<file path="src/rtl/pc_fetch_stage_pkg.sv">
// Shared fetch-stage definitions: FSM encoding, the NOP word and the PC step.
// Imported by the PC/FSM top and by the IF/ID register.
package pc_fetch_stage_pkg;

  typedef enum logic [1:0] {
    ST_BOOT = 2'd0,
    ST_RUN  = 2'd1,
    ST_HALT = 2'd2
  } fetch_state_e;

  localparam logic [31:0] NOP_INSTR = 32'h0000_0000;
  localparam logic [31:0] PC_INCR   = 32'd4;

  function automatic logic is_word_aligned(input logic [31:0] addr);
    return addr[1:0] == 2'b00;
  endfunction

endpackage

</file>
<file path="src/rtl/pc_fetch_stage_ifid_reg.sv">
// IF/ID pipeline register: instruction, PC+4 and valid bit.
// Clear (bubble) wins over hold; otherwise the register loads every cycle.
module ifid_reg
  import pc_fetch_stage_pkg::*;
(
  input  logic        i_clk,
  input  logic        i_rst,
  input  logic        i_hold,
  input  logic        i_clear,
  input  logic [31:0] i_instr,
  input  logic [31:0] i_pc_plus4,
  output logic [31:0] o_instr,
  output logic [31:0] o_pc_plus4,
  output logic        o_valid
);

  logic [31:0] instr_q, instr_d;
  logic [31:0] pc_plus4_q, pc_plus4_d;
  logic        valid_q, valid_d;

  always_comb begin
    instr_d    = instr_q;
    pc_plus4_d = pc_plus4_q;
    valid_d    = valid_q;
    if (i_clear) begin
      instr_d    = NOP_INSTR;
      pc_plus4_d = 32'h0000_0000;
      valid_d    = 1'b0;
    end else if (!i_hold) begin
      instr_d    = i_instr;
      pc_plus4_d = i_pc_plus4;
      valid_d    = 1'b1;
    end
  end

  always_ff @(posedge i_clk) begin
    if (i_rst) begin
      instr_q    <= NOP_INSTR;
      pc_plus4_q <= 32'h0000_0000;
      valid_q    <= 1'b0;
    end else begin
      instr_q    <= instr_d;
      pc_plus4_q <= pc_plus4_d;
      valid_q    <= valid_d;
    end
  end

  assign o_instr    = instr_q;
  assign o_pc_plus4 = pc_plus4_q;
  assign o_valid    = valid_q;

endmodule

</file>
<file path="src/rtl/pc_fetch_stage.sv">
// PC register, boot delay and BOOT/RUN/HALT control for the fetch stage.
// The next-PC mux is external: we export PC+4 and consume its selected output.
module pc_fetch_stage
  import pc_fetch_stage_pkg::*;
#(
  parameter logic [31:0] RESET_PC    = 32'h0000_0000,
  parameter int unsigned BOOT_CYCLES = 2
) (
  input  logic        i_clk,
  input  logic        i_rst,
  input  logic [31:0] i_next_pc,
  input  logic [31:0] i_instr,
  input  logic        i_stall,
  input  logic        i_flush,
  output logic [31:0] o_pc,
  output logic [31:0] o_pc_plus4,
  output logic [31:0] o_ifid_instr,
  output logic [31:0] o_ifid_pc_plus4,
  output logic        o_ifid_valid,
  output logic        o_misalign
);

  localparam logic [3:0] BOOT_LAST = 4'(BOOT_CYCLES - 1);

  fetch_state_e state_q, state_d;
  logic [3:0]   boot_cnt_q, boot_cnt_d;
  logic [31:0]  pc_q, pc_d;
  logic         misalign_q, misalign_d;
  logic         ifid_hold, ifid_clear;
  logic         pc_update;
  logic [31:0]  pc_plus4;

  assign pc_plus4  = pc_q + PC_INCR;
  assign pc_update = i_flush || !i_stall;

  always_comb begin
    state_d    = state_q;
    boot_cnt_d = boot_cnt_q;
    pc_d       = pc_q;
    misalign_d = misalign_q;
    ifid_hold  = 1'b0;
    ifid_clear = 1'b0;
    unique case (state_q)
      ST_BOOT: begin
        ifid_clear = 1'b1;
        boot_cnt_d = boot_cnt_q + 4'd1;
        if (boot_cnt_q == BOOT_LAST) state_d = ST_RUN;
      end
      ST_RUN: begin
        // A rejected target halts the stage; only reset recovers it.
        if (pc_update && !is_word_aligned(i_next_pc)) begin
          ifid_clear = 1'b1;
          misalign_d = 1'b1;
          state_d    = ST_HALT;
        end else if (i_flush) begin
          pc_d       = i_next_pc;
          ifid_clear = 1'b1;
        end else if (i_stall) begin
          ifid_hold  = 1'b1;
        end else begin
          pc_d       = i_next_pc;
        end
      end
      ST_HALT: begin
        ifid_clear = 1'b1;
      end
      default: begin
        ifid_clear = 1'b1;
        state_d    = ST_BOOT;
      end
    endcase
  end

  always_ff @(posedge i_clk) begin
    if (i_rst) begin
      state_q    <= ST_BOOT;
      boot_cnt_q <= 4'd0;
      pc_q       <= RESET_PC;
      misalign_q <= 1'b0;
    end else begin
      state_q    <= state_d;
      boot_cnt_q <= boot_cnt_d;
      pc_q       <= pc_d;
      misalign_q <= misalign_d;
    end
  end

  ifid_reg u_ifid_reg (
    .i_clk      (i_clk),
    .i_rst      (i_rst),
    .i_hold     (ifid_hold),
    .i_clear    (ifid_clear),
    .i_instr    (i_instr),
    .i_pc_plus4 (pc_plus4),
    .o_instr    (o_ifid_instr),
    .o_pc_plus4 (o_ifid_pc_plus4),
    .o_valid    (o_ifid_valid)
  );

  assign o_pc       = pc_q;
  assign o_pc_plus4 = pc_plus4;
  assign o_misalign = misalign_q;

endmodule

</file>
<file path="config.mk">
export PLATFORM = sky130hd
export DESIGN_NAME = pc_fetch_stage
export DESIGN_NICKNAME = d
export VERILOG_FILES = /design/src/rtl/pc_fetch_stage_pkg.sv /design/src/rtl/pc_fetch_stage_ifid_reg.sv /design/src/rtl/pc_fetch_stage.sv
export SDC_FILE = /design/constraint.sdc
export NUM_CORES = 1
export LEC_CHECK = 0
export CAP_MARGIN = 20
export CORE_AREA = 2 2 133 96
export CTS_CLUSTER_DIAMETER = 40
export DETAILED_ROUTE_END_ITERATION = 16
export DIE_AREA = 0 0 135 98
export GPL_ROUTABILITY_DRIVEN = 0
export HOLD_SLACK_MARGIN = 0.08
export PLACE_DENSITY = 0.77
export SLEW_MARGIN = 20
export SYNTH_ARGS = -nofsm -noshare
export SYNTH_HDL_FRONTEND = slang
export SYNTH_HIERARCHICAL = 1
export SYNTH_SLANG_ARGS = --single-unit
</file>
<file path="constraint.sdc">
create_clock -name i_clk -period 1.5 [get_ports i_clk]
set_clock_uncertainty 0.1 [all_clocks]
set_input_delay 0.15 -clock i_clk [delete_from_list [all_inputs] [get_ports i_clk]]
set_output_delay 0.15 -clock i_clk [all_outputs]
set_load 0.02 [all_outputs]
</file>
# Word-level counts from Yosys, hierarchy flattened
# Index checks and enable logic that the tools add are counted.
# op_classes
n_reduce_logical	10
n_eq_ne	6
bitwise_logic	2
n_addsub	2
muxes	12
# op_table
operator	count
2-to-1 mux 32 bit	2
adder 32 x 3 -> 32 bit, second input constant	1
2-to-1 mux 1 bit	7
case mux 2 bit (3 select lines)	1
AND reduction 3 bit	2
adder 4 x 1 -> 4 bit, second input constant	1
equality test 4 x 1 -> 1 bit, second input constant	1
logical NOT 2 bit	2
2-to-1 mux 2 bit	2
!= test 2 bit, second input constant	2
equality test 2 x 1 -> 1 bit, second input constant	1
equality test 2 bit, second input constant	1
logical NOT 1 bit	2
!= test 2 x 1 -> 1 bit, second input constant	1
inverter 1 bit	2
AND reduction 2 bit	1
OR reduction 2 bit	1
logical AND 1 bit	1
logical OR 1 bit	1
# word_totals
in_bits	68
reg_bits	104
word_cells	39

# Longest topological paths before layout
# Gate-level depths: netlist of run 1.
# depth
depth_word	6
depth_mapped	7
depth_no_buf	7

# Hierarchy
# The synthesis of run 1 kept the hierarchy.
# by_module_without_submodules
mod	seq_area_each_um2	instances	cells_per_inst	area_per_inst_um2
ifid_reg	1301.2	1	210	2306.0
pc_fetch_stage	780.7	1	262	2015.7

# Least setup slack after synthesis of run 1
# No wires, ideal clock.
# synth_path
path_type	register to register
start	reg pc_q[2] (netlist: o_pc[2])
end	reg u_ifid_reg.pc_plus4_q[18] (netlist: u_ifid_reg/o_pc_plus4[18])
setup_time_ps	65
required_time_ps	1335
arrival_time_ps	1978
stages_incl_launch_ff	8
setup_slack_ps	-644
period_less_slack_ps	2144
cell_sequence	dfxtp_1 > ha_1 > nand3_1 > nor4_1 > nand3_1 > xnor2_1 > mux2i_1 > nor2_1
# synth_via
elab_chain_cells	1
# synth_lines
element	line_no	text
start: declaration	pc_fetch_stage.sv:27	logic [31:0] pc_q, pc_d;
start signal: assignment	pc_fetch_stage.sv:83	pc_q <= pc_d;
adder 32 x 3 -> 32 bit	pc_fetch_stage.sv:33	assign pc_plus4 = pc_q + PC_INCR;
named net o_pc_plus4[18]	pc_fetch_stage.sv:16	output logic [31:0] o_pc_plus4,
end signal: assignment	pc_fetch_stage_ifid_reg.sv:43	pc_plus4_q <= pc_plus4_d;
end: declaration	pc_fetch_stage_ifid_reg.sv:18	logic [31:0] pc_plus4_q, pc_plus4_d;
# The timed path passes the listed nets, and every way through them passes these cells.
# A chain may end at the register's enable or synchronous reset.

# Worst setup path in the final report of run 1
# layout_path
start	reg pc_q[19] (netlist: o_pc[19])
end	out o_pc_plus4[29]
# layout_via
elab_chain_cells	1
# layout_lines
element	line_no
adder 32 x 3 -> 32 bit	pc_fetch_stage.sv:33
end: declaration	pc_fetch_stage.sv:16
# No other way between the ends.

==> results.txt, run 1 <==
Status - finished, violations left
Failing checks - setup timing
Crit Path Max Fanout - 3
Cells after synthesis - 472
Post-synthesis sequential area ratio - 0.4818
Yosys reg bits - 104
Yosys warns - 6
Reg2reg path depth - 10
Worst R2R End - u_ifid_reg/o_pc_plus4[29]
Slowest stage delay, CP - 0.38 ns
WP data arrival - 1.94 ns
CTS Buf Count - 9
Leak - 4.026 nW
DR pass1 iterations - 5
Max Freq - 0.4575 GHz
Setup ws final - -0.6856 ns
Multi-input gate area - 0.003084 mm^2
Largest net degree at the start of global routing - 40
Dpl hpwl - 10090 um
Clk pin slew, worst setup/hold paths - 0.07 ns
Setup crit end kind - primary output
Boundary Pins - 198
Clock Tree Buf Depth - 2
Worst-Margin Slew - 0.4602 ns
DRC Markers - 0
First-pass GRT wire length - 24540 um
Clock Root Buffer - clkbuf_16
ANT nets after route - 0
CP startpoint - o_pc[19]
CP required - 1.25 ns
Sink Count - 104
Final Hold Fails - 0
Hold Path Class - in -> reg
Synth Net Count - 543
Fillers - 805
Launch point of the worst reg-to-reg path - o_pc[19]
N_diodes - 0
Slew headroom - 0.6932
Total Wirelength - 18190 um
Layout net count - 851
Main synth FF type - dfxtp_1
Port Buffers - 197
Setup crit start kind - flip-flop
Share of layout cells above drive strength 1 - 0.4357
1st-iter DRT viols - 251
Mean Syn Cell Area - 9.156 um^2
Hold_buf cts - 0
Cell variety after synth - 35
Min Tclk post-route - 2.186 ns
Initial antenna violation count - 0
Power Density - 788.5 mW/mm^2
Max-Cap Viols - 0
Die Ht - 98 um
Final worst-path cycle share - 1.457
Die area - 0.01323 mm^2
Setup Crit Path Kind - reg -> out
Cell Chain, Critical Path - and4_1, nor3b_2, buf_4, buf_4, nand3_1, xnor2_2, buf_4
Routed vias/inst - 4.980
TNS Setup - -25.38 ns
Drt wl/cell - 19.21 um
Reg2reg setup slack - -0.53 ns
Vias - 4716
Setup crit end - o_pc_plus4[29]
FF+latch area - 0.002140 mm^2
Cell Area, Synth - 0.004322 mm^2
Area Overhead vs Synth - 108.0%
Post-synthesis async set-or-reset flop share - 0
Core Area - 0.01208 mm^2
Vias in the first global route - 4628
Total GRT Usage - 0.2389
Max VDD drop - 0.6084 mV
Initial core utilization - 0.3577
EDFF count, synth - 0
Max Slew Vio Count - 0
Worst skew pair latency - 0.35 ns
Cell mode on critical path - buf_4
Final setup viols - 89
Die X - 135 um
Unrepaired setup endpoints after global routing - true
Slowest-stage cell, CP - dfxtp_2
Worst slack at placement - -0.7923 ns
H-Tree Depth - 3
CTS tree - done
Cell row count - 34
Remaining global-route overflow - 0
==> metal layers <==
| layer | share of wire | up-vias | GRT usage |
|---|---|---|---|
| met1 | 0.42 | 2312 | 0.3074 |
| li1 | - | 2191 | - |
| met4 | 0.016 | 0 | 0.07292 |
| met2 | 0.50 | 188 | 0.4037 |
| met3 | 0.060 | 25 | 0.05088 |
| met5 | 0 | - | 0 |
==> logic make-up after synthesis <==
logic type      Yosys count  synth area share
buf+inv                  32           0.04343
compound gates           36           0.04227
fa+ha+maj                 3          0.008687
simple gates            202            0.2128
mux                      64            0.1482
xor+xnor                 31           0.06283
flops                   104            0.4818
==> metrics by stage <==
stage               total power, mW  instances  hold WS (ns)  cell area [um^2]  utilization
floorplan                     3.659        472        0.1756              4642            -
global placement              4.223        880        0.3380              7276       0.6022
detailed placement            4.279        880        0.3424              7276       0.6022
CTS                           6.916        939        0.2265              8342       0.6905
global route                  7.348        947        0.2505              8991       0.7442
finish                        7.090        947        0.2353              8991       0.7442
==> layout make-up <==
class / instances / share of cell area
sequential: 104 / 0.2380
multi-input combinational: 336 / 0.3430
inverter: 5 / 0.002087
timing repair buffer: 324 / 0.3610
tap: 162 / 0.02254
clock inverter: 7 / 0.008350
clock buffer: 9 / 0.02505
==> synthesized netlist by cell type, types with 5 or more instances <==
cell        n  area share
nor2_1     80       0.069
nand2_1    74       0.064
dfxtp_1   104        0.48
nand3_1    11       0.013
xnor2_1    24       0.049
inv_1       5      0.0043
nand4_1    10       0.014
buf_6       6       0.016
buf_2       9       0.010
mux2i_1    64        0.15
clkbuf_1    9      0.0078
xor2_1      7       0.014
a21oi_1    34       0.039
==> registers in the layout, summed over array words and instances, names as in the netlist <==
register and flops:
u_ifid_reg/o_valid 1, u_ifid_reg/o_instr 32, u_ifid_reg/o_pc_plus4 32, state_q 2
o_pc 32, boot_cnt_q 4, o_misalign 1
==> how the worst min path moves through the flow <==
stage	from	to	slack [ns]	cells past startpoint
floorplan	i_next_pc[7]	o_pc[7]	0.18	2
global route	i_next_pc[16]	o_pc[16]	0.25	3
finish	i_next_pc[18]	o_pc[18]	0.24	3
global placement	u_ifid_reg/o_valid	u_ifid_reg/o_valid	0.34	2
detailed placement	u_ifid_reg/o_valid	u_ifid_reg/o_valid	0.34	2
CTS	i_next_pc[18]	o_pc[18]	0.23	3
==> critical path, delay by kind of cell, from the launching register on <==
kind                   cells  cell delay (ns)
AND/OR/NAND/NOR            3             0.54
buffers and inverters      3             0.43
XOR/XNOR                   1             0.23
flip-flops                 1             0.38
==> placed cells by master, fill, tap and decap left out, types with 3 or more instances in the layout <==
cell type / Yosys / final
inv_6: 0 / 4
nand2_2: 0 / 5
xor2_4: 0 / 3
dfxtp_1: 104 / 80
buf_6: 6 / 37
nand2_4: 0 / 8
nand3_1: 11 / 5
nand4_1: 10 / 10
clkdlybuf4s50_1: 0 / 65
mux2i_1: 64 / 46
nor2_2: 0 / 6
dlygate4sd2_1: 0 / 87
dfxtp_4: 0 / 11
dfxtp_2: 0 / 13
xnor2_4: 0 / 6
nand3_4: 0 / 4
buf_12: 0 / 14
clkdlybuf4s15_1: 0 / 6
inv_1: 5 / 5
nor2_4: 0 / 42
nand2_1: 74 / 61
clkbuf_16: 0 / 12
nor2_1: 80 / 32
clkbuf_2: 0 / 4
buf_2: 9 / 5
xnor2_2: 0 / 16
mux2i_4: 0 / 7
a21oi_2: 0 / 6
buf_4: 3 / 92
a21oi_1: 34 / 28
buf_16: 0 / 7
mux2i_2: 0 / 11
==> repair_timing <==
action | CTS | global route
gates cloned | 11 | 4
setup endpoints to repair | 196 | 132
pin swaps | 61 | 57
buffers inserted | 34 | 17
gates resized for setup | 363 | 156
==> where the power goes <==
| part | total, mW | switching, mW | internal [mW] |
|---|---|---|---|
| combinational | 1.71 | 0.817 | 0.893 |
| sequential | 2.95 | 0.0962 | 2.86 |
| clock | 2.43 | 1.11 | 1.31 |
| total | 7.09 | 2.03 | 5.06 |
Note: power is estimated with default switching activity, not from simulation.
==> inputs of run 2 (changes only) <==
--- a/config.mk
+++ b/config.mk
@@ -5,7 +5,7 @@
 export SDC_FILE = /design/constraint.sdc
 export NUM_CORES = 1
 export LEC_CHECK = 0
-export CAP_MARGIN = 20
+export CAP_MARGIN = 0
 export CORE_AREA = 2 2 133 96
 export CTS_CLUSTER_DIAMETER = 40
 export DETAILED_ROUTE_END_ITERATION = 16
==> results of run 2 <==
Final layout, timing and power as in run 1 (identical DEF).
==> inputs of run 3 (changes only) <==
==> constraint.sdc (replaced) <==
create_clock -name i_clk -period 1.5 [get_ports i_clk]
set_clock_uncertainty 0.1 [all_clocks]
set_input_delay 0.45 -clock i_clk [delete_from_list [all_inputs] [get_ports i_clk]]
set_output_delay 0.45 -clock i_clk [all_outputs]
set_load 0.02 [all_outputs]
==> run 3 against run 2 <==
The run still ends with setup timing left. Critical path depth shrank 1. Largest cell class unchanged. Via count rose by 4.3%. Largest power group unchanged. Final cell count increased by 1.8%. Sequential power about the same. Non-clock buffer count is 16 higher.
==> results.txt, run 3 (same netlist as run 1, synthesis figures left out) <==
Status - finished, violations left
Failing checks - setup timing
Die area - 0.01323 mm^2
Initial core utilization - 0.3577
Max Slew Vio Count - 0
H-Tree Depth - 3
Layout net count - 867
Initial antenna violation count - 0
Worst-Margin Slew - 0.4565 ns
Drt wl/cell - 20.85 um
Die X - 135 um
Clock Tree Buf Depth - 2
Cell row count - 34
Slowest stage delay, CP - 0.36 ns
Reg2reg path depth - 8
Vias in the first global route - 4907
Hold_ws - 0.3668 ns
Crit Path Max Fanout - 7
Vias - 4918
Final Power - 7.502 mW
Post-placement cell area - 0.007274 mm^2
Remaining global-route overflow - 0
Slowest-stage cell, CP - dfxtp_2
Port Buffers - 197
Area Overhead vs Synth - 118.4%
First-pass GRT wire length - 28080 um
Routed vias/inst - 5.102
Final instance area - 0.009437 mm^2
Commonest non-fill, non-tap cells in the layout - buf_6, buf_4, dfxtp_1, buf_2, nand2_1
Min Tclk post-route - 2.481 ns
CP top delay family - simple AND/OR/NAND/NOR gates
Final setup viols - 121
Clk pin slew, worst setup/hold paths - 0.07 ns
Unrepaired setup endpoints after global routing - true
Max VDD drop - 0.7141 mV
Core Area - 0.01208 mm^2
Boundary Pins - 198
Fillers - 710
Power Density - 795.0 mW/mm^2
Worst skew pair latency - 0.34 ns
FF+latch area - 0.002175 mm^2
Leak - 3.970 nW
Total Wirelength - 20100 um
Max-Cap Viols - 0
Max Freq - 0.4030 GHz
Worst path depth - 6
Setup crit end kind - primary output
Setup crit start kind - flip-flop
Largest net degree at the start of global routing - 40
Hold Path Class - reg -> reg
Clock Root Buffer - clkbuf_16
Cell count of the worst hold path - 2
1st-iter DRT viols - 294
TNS Setup - -36.66 ns
Dpl hpwl - 10310 um
CTS tree - done
Setup ws final - -0.9813 ns
Commonest non-fill, non-tap cell in the layout - buf_6
Setup Crit Path Kind - reg -> out
WP data arrival - 1.93 ns
Die Ht - 98 um
Multi-input gate area - 0.003204 mm^2
Final worst-path cycle share - 1.654
Crit path buf inv count - 2
Sink Count - 104
ANT nets after route - 0
CP required - 0.95 ns
Total GRT Usage - 0.2775
CTS Buf Count - 9
Share of layout cells above drive strength 1 - 0.5855
Slew headroom - 0.6956
DRC Markers - 0
Post-layout util - 0.7811
DR pass1 iterations - 4
Cell Chain, Critical Path - nand2_2, nor4_4, buf_6, nand4b_1, xnor2_2, buf_4
Final Hold Fails - 0
==> run 3: cell types whose count changed in the layout (fill, tap and decap cells not counted), sizes merged <==
cell           change
buf              +115
clkdlybuf4s15      -3
clkbuf             -4
bufbuf             -1
dlygate4sd2       -85
clkdlybuf4s50      -2
clkinvlp           +2
inv                -4
dlymetal6s2s       -2
diode              +1
==> run 3: path summary, 6_finish.rpt <==
| kind | to | slack, ns | start |
|---|---|---|---|
| worst max-delay path | o_pc_plus4[31] | -0.98 | o_pc[18] |
| worst min-delay path | u_ifid_reg/o_valid | 0.37 | u_ifid_reg/o_valid |
| worst max register to register | u_ifid_reg/o_pc_plus4[31] | -0.44 | o_pc[18] |
| worst min register to register | u_ifid_reg/o_valid | 0.37 | u_ifid_reg/o_valid |
==> run 3: final cells by class <==
cell class              instances  share of cell area
repair buffers                340              0.3714
clock buffers                  11             0.02798
diodes                          1           0.0002652
well taps                     162             0.02148
multi-input cells             336              0.3396
inverters                       5            0.002254
clock inverters                 5            0.006630
flip-flops and latches        104              0.2304
==> run 3: worst min-delay path, stage by stage (launching register included) <==
cell     delay (ns)
dfxtp_1        0.31
inv_1          0.06
a21oi_2        0.05
==> run 3: stage by stage <==
stage          cells  setup WS, ns
2_1_floorplan    472       -0.5193
3_3_place_gp     874       -0.9785
3_5_place_dp     874       -0.9933
4_1_cts          950       -0.8960
5_1_grt          963        -1.043
6_report         964       -0.9813
==> run 3: report_power, final <==
| group | leakage [nW] | internal, mW | switching (mW) |
|---|---|---|---|
| registers | 0.863 | 2.86 | 0.111 |
| clock network | 0.153 | 1.45 | 1.08 |
| logic | 2.95 | 1.11 | 0.890 |
| total | 3.97 | 5.42 | 2.09 |
==> run 3: repair_timing <==
action,4_1_cts,5_1_grt
gates cloned,19,1
buffers inserted,45,44
hold buffers,0,0
pin swaps,39,69
setup endpoints to repair,227,139
resized for setup,788,160
==> run 3: metal layers <==
layer,track usage,vias to the layer above,wire length [um]
li1,-,2235,-
met1,0.3647,2423,8526
met2,0.4623,210,9700
met3,0.05919,50,1222
met4,0.08013,0,652
met5,0,-,0
